--- src/rtl/gf2k_pkg.sv ---
// Shared definitions for the sequential GF(2^k) ALU: operation codes,
// controller states and the latency figures that callers plan around.
package gf2k_pkg;

  localparam logic [1:0] MODE_ADD = 2'd0;
  localparam logic [1:0] MODE_SUB = 2'd1;
  localparam logic [1:0] MODE_MUL = 2'd2;
  localparam logic [1:0] MODE_DIV = 2'd3;

  typedef enum logic [2:0] {
    IDLE,
    XOR,
    MUL,
    SQR,
    DMUL,
    DONE
  } state_t;

  // Cycles from the accepting edge to the edge that raises out_valid.
  localparam int LAT_SHORT = 1;

  function automatic int lat_mul(input int deg);
    return deg + 1;
  endfunction

  function automatic int lat_div(input int deg);
    return 2 * (deg - 1) * deg + 1;
  endfunction

endpackage

--- src/rtl/gf2k_mul_serial.sv ---
// Bit-serial GF(2^DEG) multiplier, MSB-first shift-and-add. The first step
// is folded into the start edge so done pulses exactly DEG cycles after start.
module gf2k_mul_serial #(
  parameter int DEG = 4
) (
  input  logic           clk,
  input  logic           rst_n,
  input  logic           start,
  input  logic [DEG:0]   poly,
  input  logic [DEG-1:0] a,
  input  logic [DEG-1:0] b,
  output logic           done,
  output logic [DEG-1:0] p
);

  localparam int CNT_W = $clog2(DEG + 1);

  logic [DEG-1:0] a_q;
  logic [DEG-1:0] b_q;
  logic [DEG-1:0] red_q;
  logic [DEG-1:0] acc_q;
  logic [CNT_W-1:0] cnt_q;
  logic           run_q;
  logic           done_q;
  logic [DEG-1:0] red_in;

  // One shift-and-add step: multiply acc by x, reduce, then add a if the bit is set.
  function automatic logic [DEG-1:0] step(input logic [DEG-1:0] acc,
                                          input logic [DEG-1:0] red,
                                          input logic [DEG-1:0] addend,
                                          input logic           bit_i);
    logic [DEG-1:0] t;
    t = {acc[DEG-2:0], 1'b0} ^ (acc[DEG-1] ? red : '0);
    return bit_i ? (t ^ addend) : t;
  endfunction

  // Reduction term is poly without its leading x^DEG; a non-monic poly reduces nothing
  // (the controller never starts a product with one).
  assign red_in = poly[DEG-1:0] & {DEG{poly[DEG]}};

  // Operand capture on start, then one multiplier bit per cycle.
  always_ff @(posedge clk or negedge rst_n) begin
    if (!rst_n) begin
      a_q    <= '0;
      b_q    <= '0;
      red_q  <= '0;
      acc_q  <= '0;
      cnt_q  <= '0;
      run_q  <= 1'b0;
      done_q <= 1'b0;
    end else if (start) begin
      // NOTE: state registers use non-blocking assignments so every flop samples
      // pre-edge values regardless of statement order.
      a_q    <= a;
      b_q    <= {b[DEG-2:0], 1'b0};
      red_q  <= red_in;
      acc_q  <= step('0, red_in, a, b[DEG-1]);
      cnt_q  <= CNT_W'(1);
      run_q  <= 1'b1;
      done_q <= 1'b0;
    end else if (run_q) begin
      acc_q <= step(acc_q, red_q, a_q, b_q[DEG-1]);
      b_q   <= {b_q[DEG-2:0], 1'b0};
      cnt_q <= cnt_q + CNT_W'(1);
      if (cnt_q == CNT_W'(DEG - 1)) begin
        run_q  <= 1'b0;
        done_q <= 1'b1;
      end else begin
        done_q <= 1'b0;
      end
    end else begin
      done_q <= 1'b0;
    end
  end

  assign done = done_q;
  assign p    = acc_q;

endmodule

--- src/rtl/gf2k_seq_alu.sv ---
// Sequential GF(2^DEG) ALU with per-transaction operation and field polynomial.
// Division runs Fermat inversion (DEG-1 square/multiply rounds) on the one
// shared bit-serial multiplier; each new product is launched in the cycle the
// previous one completes, so rounds cost exactly DEG cycles each.
module gf2k_seq_alu
  import gf2k_pkg::*;
#(
  parameter int DEG = 4
) (
  input  logic           clk,
  input  logic           rst_n,
  input  logic           in_valid,
  input  logic [1:0]     mode,
  input  logic [DEG:0]   poly,
  input  logic [DEG-1:0] in1,
  input  logic [DEG-1:0] in2,
  output logic           busy,
  output logic           out_valid,
  output logic [DEG-1:0] result,
  output logic           err
);

  localparam int CNT_W = $clog2(DEG + 1);

  state_t         state;
  state_t         next_state;
  logic [DEG:0]   poly_r;
  logic [DEG-1:0] r_r;      // in1, then the running quotient for div
  logic [DEG-1:0] s_r;      // in2, then the running power of in2 for div
  logic [DEG-1:0] res_r;
  logic           err_r;
  logic [CNT_W-1:0] iter_r;
  logic           launch_r; // first cycle of a MUL or SQR sequence

  logic           bad_in;
  logic           last_iter;
  logic           mul_start;
  logic [DEG-1:0] mul_a;
  logic [DEG-1:0] mul_b;
  logic           mul_done;
  logic [DEG-1:0] mul_p;

  assign bad_in    = !poly[DEG] || ((mode == MODE_DIV) && (in2 == '0));
  assign last_iter = (iter_r == CNT_W'(DEG - 2));

  gf2k_mul_serial #(.DEG(DEG)) u_mul (
    .clk   (clk),
    .rst_n (rst_n),
    .start (mul_start),
    .poly  (poly_r),
    .a     (mul_a),
    .b     (mul_b),
    .done  (mul_done),
    .p     (mul_p)
  );

  // State register.
  always_ff @(posedge clk or negedge rst_n) begin
    if (!rst_n) state <= IDLE;
    else        state <= next_state;
  end

  // Next-state logic. Error transactions take the one-cycle XOR path so every
  // short transaction has the same latency.
  always_comb begin
    // NOTE: default first so every path assigns next_state and no latch is inferred.
    next_state = state;
    case (state)
      IDLE: begin
        if (in_valid) begin
          if (bad_in) begin
            next_state = XOR;
          end else begin
            case (mode)
              MODE_ADD, MODE_SUB: next_state = XOR;
              MODE_MUL:           next_state = MUL;
              MODE_DIV:           next_state = SQR;
            endcase
          end
        end
      end
      XOR:  next_state = DONE;
      MUL:  if (mul_done) next_state = DONE;
      SQR:  if (mul_done) next_state = DMUL;
      DMUL: if (mul_done) next_state = last_iter ? DONE : SQR;
      DONE: next_state = IDLE;
      default: next_state = IDLE;
    endcase
  end

  // Operand latching and write-back of each completed product.
  always_ff @(posedge clk or negedge rst_n) begin
    if (!rst_n) begin
      poly_r   <= '0;
      r_r      <= '0;
      s_r      <= '0;
      res_r    <= '0;
      err_r    <= 1'b0;
      iter_r   <= '0;
      launch_r <= 1'b0;
    end else begin
      launch_r <= (state == IDLE) && in_valid && !bad_in &&
                  ((mode == MODE_MUL) || (mode == MODE_DIV));
      case (state)
        IDLE: begin
          if (in_valid) begin
            poly_r <= poly;
            r_r    <= in1;
            s_r    <= in2;
            err_r  <= bad_in;
            iter_r <= '0;
            res_r  <= '0;
          end
        end
        XOR:  res_r <= err_r ? '0 : (r_r ^ s_r);
        MUL:  if (mul_done) res_r <= mul_p;
        SQR:  if (mul_done) s_r <= mul_p;
        DMUL: begin
          if (mul_done) begin
            r_r    <= mul_p;
            iter_r <= iter_r + CNT_W'(1);
            if (last_iter) res_r <= mul_p;
          end
        end
        default: ;
      endcase
    end
  end

  // Multiplier launch and operand steering. Chained launches take the fresh
  // product straight from the multiplier output.
  always_comb begin
    mul_start = launch_r ||
                (mul_done && ((state == SQR) || ((state == DMUL) && !last_iter)));
    mul_a = s_r;
    mul_b = s_r;
    case (state)
      MUL: begin
        mul_a = r_r;
        mul_b = s_r;
      end
      SQR: begin
        if (!launch_r) begin
          mul_a = r_r;
          mul_b = mul_p;
        end
      end
      default: ;
    endcase
  end

  // Outputs are decoded from state; result and err are forced low outside DONE.
  always_comb begin
    busy      = (state != IDLE);
    out_valid = (state == DONE);
    result    = out_valid ? res_r : '0;
    err       = out_valid && err_r;
  end

endmodule

--- config.mk ---
export PLATFORM = sky130hd
export DESIGN_NAME = gf2k_seq_alu
export DESIGN_NICKNAME = d
export VERILOG_FILES = /design/src/rtl/gf2k_pkg.sv /design/src/rtl/gf2k_mul_serial.sv /design/src/rtl/gf2k_seq_alu.sv
export SDC_FILE = /design/constraint.sdc
export NUM_CORES = 1
export LEC_CHECK = 0
export ABC_CLOCK_PERIOD_IN_PS = 5190
export CAP_MARGIN = 15
export CORE_UTILIZATION = 58
export DETAILED_ROUTE_END_ITERATION = 10
export GPL_ROUTABILITY_DRIVEN = 0
export PLACE_DENSITY_LB_ADDON = 0.12
export SKIP_LAST_GASP = 1
export SLEW_MARGIN = 0
export SYNTH_ARGS = -nofsm -noshare
export SYNTH_HDL_FRONTEND = slang
export SYNTH_SLANG_ARGS = --single-unit
--- constraint.sdc ---
create_clock -name clk -period 5.19 [get_ports clk]
set_input_delay 1.2975 -clock clk [delete_from_list [all_inputs] [get_ports clk]]
set_output_delay 1.2975 -clock clk [all_outputs]
set_load 0.1 [all_outputs]
==> results.md, run 1 <==
- Unrepaired setup endpoints after global routing: false
- Main combinational cell family by area after synthesis: simple AND/OR/NAND/NOR gates
- Cell taking the most area after synthesis: dfrtp_1
- Crit end category: output port
- Vias in the first global route: 1830
- WP data arrival: 2480 ps
- Rel. slew slack: 33.5%
- Cells after Synth: 262
- Post-synthesis mux area share: 3.81%
- Final Skew: 8.31 ps
- Initial Util: 60.4%
- Max frequency: 265 MHz
- Post-synthesis adder-cell area fraction: 2.09%
- Yosys Warn Count: 0
- Setup bufs post-CTS: 0
- Residual DRC: 0
- CORE AREA: 3970 um2
- Worst-margin pin slew: 984 ps
- Worst-path clk slew: 90 ps
- Final ANT Viol Nets: 0
- Initial antenna violation count: 0
- Syn avg cell area: 9.15 um2
- GRT Residual Overflow: 0
- Die Y: 66.3 um
- MaxCap Viol Count: 0
- Post-detail-place hpwl: 3630 um
- Number of I/O port buffers: 24
- Yosys cell types: 37
- Cts hold-fix bufs: 0
- Aggregate global-route resource usage: 26.8%
- Yosys reg bits: 45
- Setup violators final: 0
- Reg area: 1130 um2
- 1st-pass router iterations: 5
- Fillers: 346
- Post-synthesis xor/xnor area fraction: 4.02%
- Overall power: 1670 uW
- Final Util: 68.2%
- Worst VDD drop: 314 uV
- Final nets: 300
- IO Pins: 25
- Cell row count: 23
- Area delta synth->final: 12.9%
- Root Buffer: clkbuf_8
- PD cells: 615 nW/um2
- Worst-path maximum fanout: 16
- Max Slew Vio Count: 0
- Number of flops mapped to enable cells by yosys: 0
- Hold_ws: 483 ps
- Syn_nets: 284
- Area of the die: 4400 um2
- Static Leak: 0.00119 uW
- Synth area leaders: dfrtp_1 (47%), nand2_1 (5.6%), nor2_1 (3.9%)
- DR WL/cell: 15.4 um
- CTS sink count: 45
- Dpl ws: 1730 ps
- CTS Buf Count: 5
- Tightest Hold Check Type: flip-flop to flip-flop
- Largest net degree at the start of global routing: 46
- N_diodes: 0
- Final WL: 5060 um
- Area of the multi-input gates: 1160 um2
- Count of cells resized by post-cts repair: 0
- CTS max path bufs: 2
- H-tree depth: 2
- Via count: 1904
- Final worst path period share: 72.8%
- Synth Flop Type: dfrtp_1
- Critical path startpoint category: flip-flop
- Final hold vios: 0
- Outcome: completed
- Layout cells sized above 1: 4.66%
- Synth Cell Area: 2400 um2
- DR vias/cell: 5.79
- First-pass GRT wire length: 8740 um
- Synth Area in Simple Gates: 21.8%
- Setup TNS: 0 ps
- Top cell type's share of synthesized area: 46.9%
- TritonCTS clock tree: built
- Setup ws final: 1410 ps
- First-iteration detailed-routing DRC count: 124
- Share of async-settable or async-resettable flops after synthesis: 100%
- Synth Area in Compound Gates: 16.5%
- Sequential share of the synthesized area: 46.9%
- Clk Latency, worst-skew pair: 310 ps
- Die width: 66.3 um
- Final Critical Period: 3780 ps
- CP Data Required Time: 3890 ps
- Setup CP Type: flip-flop to output port
==> report_power, final <==
part	leakage [uW]	internal, uW	total (uW)	switching (uW)
sequential	0.000550	500	685	185
clock	0.0000445	95.6	224	129
combinational	0.000593	317	757	440
==> worst max-delay path, cell delays in order (launching register included) <==
cell and delay, ps:
dfrtp_1 610, and3_1 300, and2_1 140, clkdlybuf4s50_1 1120
==> cells in the final DEF (no fill, tap or decap), drive strengths merged, types with 6 or more instances in the layout <==
master	Yosys	routed
o21ai	13	13
inv	8	9
clkdlybuf4s50	0	23
nand3	14	14
and2	8	8
nor2	25	25
nor3	9	9
a31oi	6	6
dfrtp	45	45
nand2	36	36
o22ai	11	11
xnor2	8	8
mux2i	8	8
a21oi	9	9
==> state kept, by name (all words and copies together) (netlist names), 4 cells and up <==
signal and count:
poly_r 5, r_r 4, res_r 4, s_r 4, u_mul.a_q 4, u_mul.p 4
u_mul.red_q 4
==> layout make-up <==
class | count | share of cell area [%]
clock inverter | 3 | 0.785
multi-input combinational | 193 | 42.7
clock buffer | 5 | 2.54
inverter | 8 | 1.11
timing repair buffer | 25 | 8.96
tap | 50 | 2.31
sequential | 45 | 41.6
==> cell usage after synthesis (4+ instances only) <==
cell	number
a21oi_1	9
ha_1	4
nand2b_1	4
xnor2_1	8
o22ai_1	11
nand2_1	36
inv_1	8
and2_1	8
nor3_1	9
a31oi_1	6
o22a_1	5
dfrtp_1	45
buf_2	8
mux2i_1	8
nor2b_1	5
clkbuf_1	6
nor2_1	25
o21ai_0	13
nand3_1	14
==> layer usage <==
layer / wire (um) / GRT usage [%] / vias to the layer above / part of all wire, %
met2: 2350 / 38.6 / 47 / 46
met1: 2370 / 39.2 / 900 / 47
met5: 0 / 0 / - / 0
met3: 248 / 3.97 / 9 / 4.9
met4: 91 / 12.5 / 0 / 1.8
li1: - / - / 948 / -
==> kinds of logic (layout without fill, tap and decap cells) <==
family          count (synthesis)  count (layout)
simple gates                  110             110
buf+inv                        24              41
fa+ha+maj                       4               4
compound gates                 59              59
xor+xnor                       11              11
flops                          45              45
mux                             9               9
==> per-stage QoR <==
step	instance area, um2	std cells
finish	2710	329
global route	2710	329
CTS	2710	329
detailed placement	2620	321
global placement	2620	321
floorplan	2400	262
==> worst paths after layout <==
path	startpoint	end	slack (ps)	cells past startpoint
worst max register to register	state[0]	u_mul.p[1]	2800	4
max in group asynchronous	rst_n	r_r[1]	3420	1
min in group asynchronous	rst_n	res_r[1]	1150	1
worst max-delay path	state[0]	err	1410	3
worst min register to register	poly_r[1]	poly_r[1]	480	2
worst min-delay path	poly_r[1]	poly_r[1]	480	2
No activity file was read; power rests on OpenSTA's default activity.
==> run 2: changes to the inputs <==
Settings changed: ABC_CLOCK_PERIOD_IN_PS 5190 to 3400, CORE_UTILIZATION 58 to 51.
Clock period 5.19 ns to 3.4 ns, I/O delays scaled along.
==> results.md, run 2 (synthesized netlist as in run 1, its figures left out) <==
- Final WL: 5130 um
- CTS sink count: 45
- Via count: 1910
- Final Instance Count excl. Fillers: 332
- Clk Latency, worst-skew pair: 310 ps
- Rel. slew slack: 34.8%
- Outcome: finished, violations left
- Worst-margin pin slew: 978 ps
- Die Y: 70.6 um
- First-iteration detailed-routing DRC count: 136
- Layout cells sized above 1: 7.14%
- Residual DRC: 2
- WP data arrival: 1660 ps
- Final nets: 301
- Final Util: 61.3%
- PD cells: 956 nW/um2
- Initial Util: 54.0%
- Final worst path period share: 74.0%
- Static Leak: 0.00122 uW
- Area delta synth->final: 13.5%
- Final ANT Viol Nets: 0
- Overall power: 2600 uW
- Final Skew: 9.74 ps
- Worst-path clk slew: 80 ps
- GRT Residual Overflow: 0
- Crit end category: output port
- Vias in the first global route: 1872
- DR WL/cell: 15.4 um
- Area of the multi-input gates: 1160 um2
- Die width: 70.6 um
- Reg area: 1130 um2
- Setup TNS: 0 ps
- Fillers: 388
- Placed cell count: 324
- Largest net degree at the start of global routing: 46
- Setup bufs post-CTS: 0
- Critical path startpoint category: flip-flop
- H-tree depth: 2
- Max frequency: 398 MHz
- Setup ws final: 886 ps
- 1st-pass router iterations: 7
- Post-detail-place hpwl: 3740 um
- Area of the die: 4980 um2
- Initial antenna violation count: 0
- MaxCap Viol Count: 0
- DR vias/cell: 5.75
- Failing checks: design-rule violations
- Tightest Hold Check Type: flip-flop to flip-flop
- Number of I/O port buffers: 24
- Dpl ws: 1090 ps
- Cell row count: 24
- Setup CP Type: flip-flop to output port
- IO Pins: 25
- Largest reg by FF count: poly_r
- Cts hold-fix bufs: 0
- CP Data Required Time: 2550 ps
- CTS Buf Count: 5
- Count of cells resized by post-cts repair: 0
- Most frequent cells in the layout: dfrtp_1 (45), nand2_1 (36), nor2_1 (25), clkdlybuf4s50_1 (16), nand3_1 (14)
- Final hold vios: 0
- Unrepaired setup endpoints after global routing: false
- Max Slew Vio Count: 0
- Final Critical Period: 2510 ps
- TritonCTS clock tree: built
- Setup violators final: 0
- First-pass GRT wire length: 9120 um
- Aggregate global-route resource usage: 23.8%
- Worst VDD drop: 412 uV
- Worst-path maximum fanout: 16
- Max reg flops: 5
- CORE AREA: 4440 um2
- Root Buffer: clkbuf_8
- CTS max path bufs: 2
- N_diodes: 0
- Commonest non-fill, non-tap cell in the layout: dfrtp_1
==> run 2: area by class of cell <==
type | count | share of cell area, %
clock buffers | 6 | 2.67
multi-input cells | 193 | 42.5
clock inverters | 2 | 1.42
well taps | 52 | 2.39
inverters | 8 | 1.10
flip-flops and latches | 45 | 41.4
repair buffers | 26 | 8.55
==> run 2: critical path, cell delays in order, from the launching register on <==
cell	delay (ps)
dfrtp_1	620
and3_1	310
and2_1	150
buf_4	280
==> run 2: metal layers <==
metal,up-vias,track usage [%],part of all wire [%],routed length [um]
li1,949,-,-,-
met1,917,35.2,49,2490
met2,38,35.7,46,2350
met3,6,5.13,4.1,212
met4,0,6.89,1.3,67
met5,-,0,0,0
==> run 2: stage by stage <==
| step | hold slack, ps | cell area [um2] |
|---|---|---|
| 5_1_grt | 500 | 2720 |
| 2_1_floorplan | 439 | 2400 |
| 3_3_place_gp | 453 | 2610 |
| 6_report | 480 | 2720 |
| 3_5_place_dp | 464 | 2610 |
| 4_1_cts | 485 | 2720 |
==> run 2: path summary, 6_finish.rpt <==
check | start | end | slack [ps] | cells after the start
max in group asynchronous | rst_n | iter_r[2] | 2090 | 1
min in group asynchronous | rst_n | u_mul.b_q[3] | 700 | 1
worst min-delay path | poly_r[0] | poly_r[0] | 480 | 2
worst min register to register | poly_r[0] | poly_r[0] | 480 | 2
worst max register to register | state[2] | u_mul.p[0] | 1350 | 5
worst max-delay path | state[0] | result[2] | 890 | 3
==> run 2: power by group <==
part / internal, uW / total, uW / switching [uW]
Combinational: 476 / 1150 / 669
Sequential: 764 / 1050 / 287
Clock: 221 / 407 / 186
Total: 1460 / 2600 / 1140
==> run 3: changes to the inputs <==
Settings changed: ABC_CLOCK_PERIOD_IN_PS 3400 to 2100.
Clock period 3.4 ns to 2.1 ns, I/O delays scaled along.
==> results.md, run 3 (synthesized netlist as in run 1, its figures left out) <==
- Static Leak: 0.00130 uW
- Final WL: 5280 um
- Unrepaired setup endpoints after global routing: false
- Layout cells sized above 1: 13.8%
- Residual DRC: 0
- Setup violators final: 0
- First-pass GRT wire length: 8960 um
- Setup TNS: 0 ps
- Vias in the first global route: 1858
- Initial antenna violation count: 0
- Via count: 1960
- Final Critical Period: 2010 ps
- Outcome: completed
- Worst-path clk slew: 80 ps
- Most frequent cells in the layout: dfrtp_1 (43), nand2_1 (36), nor2_1 (25), clkdlybuf4s50_1 (16), nand3_1 (14)
- Number of I/O port buffers: 24
- DR WL/cell: 15.5 um
- Area of the die: 4980 um2
- Worst R2R Setup Slack: 190 ps
- CP Data Required Time: 1570 ps
- TritonCTS clock tree: built
- N_diodes: 0
- Post-detail-place hpwl: 3810 um
- Clk Latency, worst-skew pair: 300 ps
- Rel. slew slack: 66.6%
- Post-route cell area: 2940 um2
- CORE AREA: 4440 um2
- Max frequency: 499 MHz
- Critical path startpoint category: flip-flop
- Fillers: 386
- Placed cell count: 333
- Initial Util: 54.0%
- Final hold vios: 0
- PD cells: 1570 nW/um2
- Aggregate global-route resource usage: 23.3%
- Worst-margin pin slew: 495 ps
- GRT Residual Overflow: 0
- Final ANT Viol Nets: 0
- Worst VDD drop: 656 uV
- Max Slew Vio Count: 0
- Area after DPL: 2790 um2
- Hold_ws: 188 ps
- Cell row count: 24
- H-tree depth: 2
- WP data arrival: 1480 ps
- Largest net degree at the start of global routing: 46
- Worst R2R Path Depth: 6
- Setup CP Type: flip-flop to output port
- CTS max path bufs: 2
- Final worst path period share: 95.5%
- DR vias/cell: 5.75
- Die Y: 70.6 um
- Worst-path maximum fanout: 11
- First-iteration detailed-routing DRC count: 93
- 1st-pass router iterations: 4
- RR Startpoint: state[0]
- Final nets: 310
- CTS sink count: 45
- Die width: 70.6 um
- Root Buffer: clkbuf_8
- Crit end category: output port
- Largest reg by FF count: poly_r
- Worst setup path startpoint: state[2]
- Commonest non-fill, non-tap cell in the layout: dfrtp_1
- Final Skew: 6.80 ps
- Setup ws final: 94.9 ps
- Cts hold-fix bufs: 0
- Tightest Hold Check Type: input pin to asynchronous set/reset pin
- CTS Buf Count: 5
- MaxCap Viol Count: 0
- IO Pins: 25
- Final Instance Count excl. Fillers: 341
- Max reg flops: 5
- Dpl ws: 85.7 ps
- Area delta synth->final: 22.4%
[run 3: cell types whose count changed in the layout (fill, tap and decap cells not counted), sizes merged]
cell    previous run  this run
buf               10        19
clkbuf             6         5
bufinv             1         2
[run 3: where the power goes]
part,switching [uW],total [uW],internal (uW)
Sequential,415,1660,1240
Combinational,1210,2180,969
Clock,297,769,473
[run 3: final timing paths]
kind,to
setup / recovery,err
hold / removal,res_r[2]
setup reg to reg,u_mul.a_q[0]
hold reg to reg,poly_r[2]
max in group asynchronous,state[0]
min in group clk,poly_r[2]
[run 3: stage by stage]
step / total power [uW] / util (%)
global placement: 3760 / 62.8
detailed placement: 3810 / 62.8
finish: 4610 / 66.0
global route: 4910 / 66.0
floorplan: 3160 / -
CTS: 4590 / 65.8
[run 3: timing repair]
| action | 4_1_cts | 5_1_grt |
|---|---|---|
| pin swaps | 0 | 0 |
| endpoints found under the setup margin | 1 | 6 |
| resized for setup | 1 | 4 |
| setup buffers | 0 | 0 |
| cloned | 0 | 0 |
[run 3: critical path, stage by stage, from the launching register on]
cell,delay [ps]
dfrtp_1,440
buf_6,170
and3_4,200
and2_2,210
buf_12,160
[run 3: cell type report]
| type | count | area (um2) | share of cell area (%) |
|---|---|---|---|
| Multi-Input combinational cell | 193 | 1170 | 40.0 |
| Inverter | 8 | 30.0 | 1.02 |
| Clock buffer | 5 | 68.8 | 2.34 |
| Timing Repair Buffer | 35 | 404 | 13.8 |
| Clock inverter | 3 | 65.1 | 2.22 |
| Sequential cell | 45 | 1130 | 38.4 |
| Tap cell | 52 | 65.1 | 2.22 |
[run 3: metal layers]
metal,global-route usage (%),wire length [um],up-vias
li1,-,-,968
met1,33.2,2490,932
met2,36.7,2470,53
met3,4.56,251,7
met4,7.11,68,0
met5,0,0,-
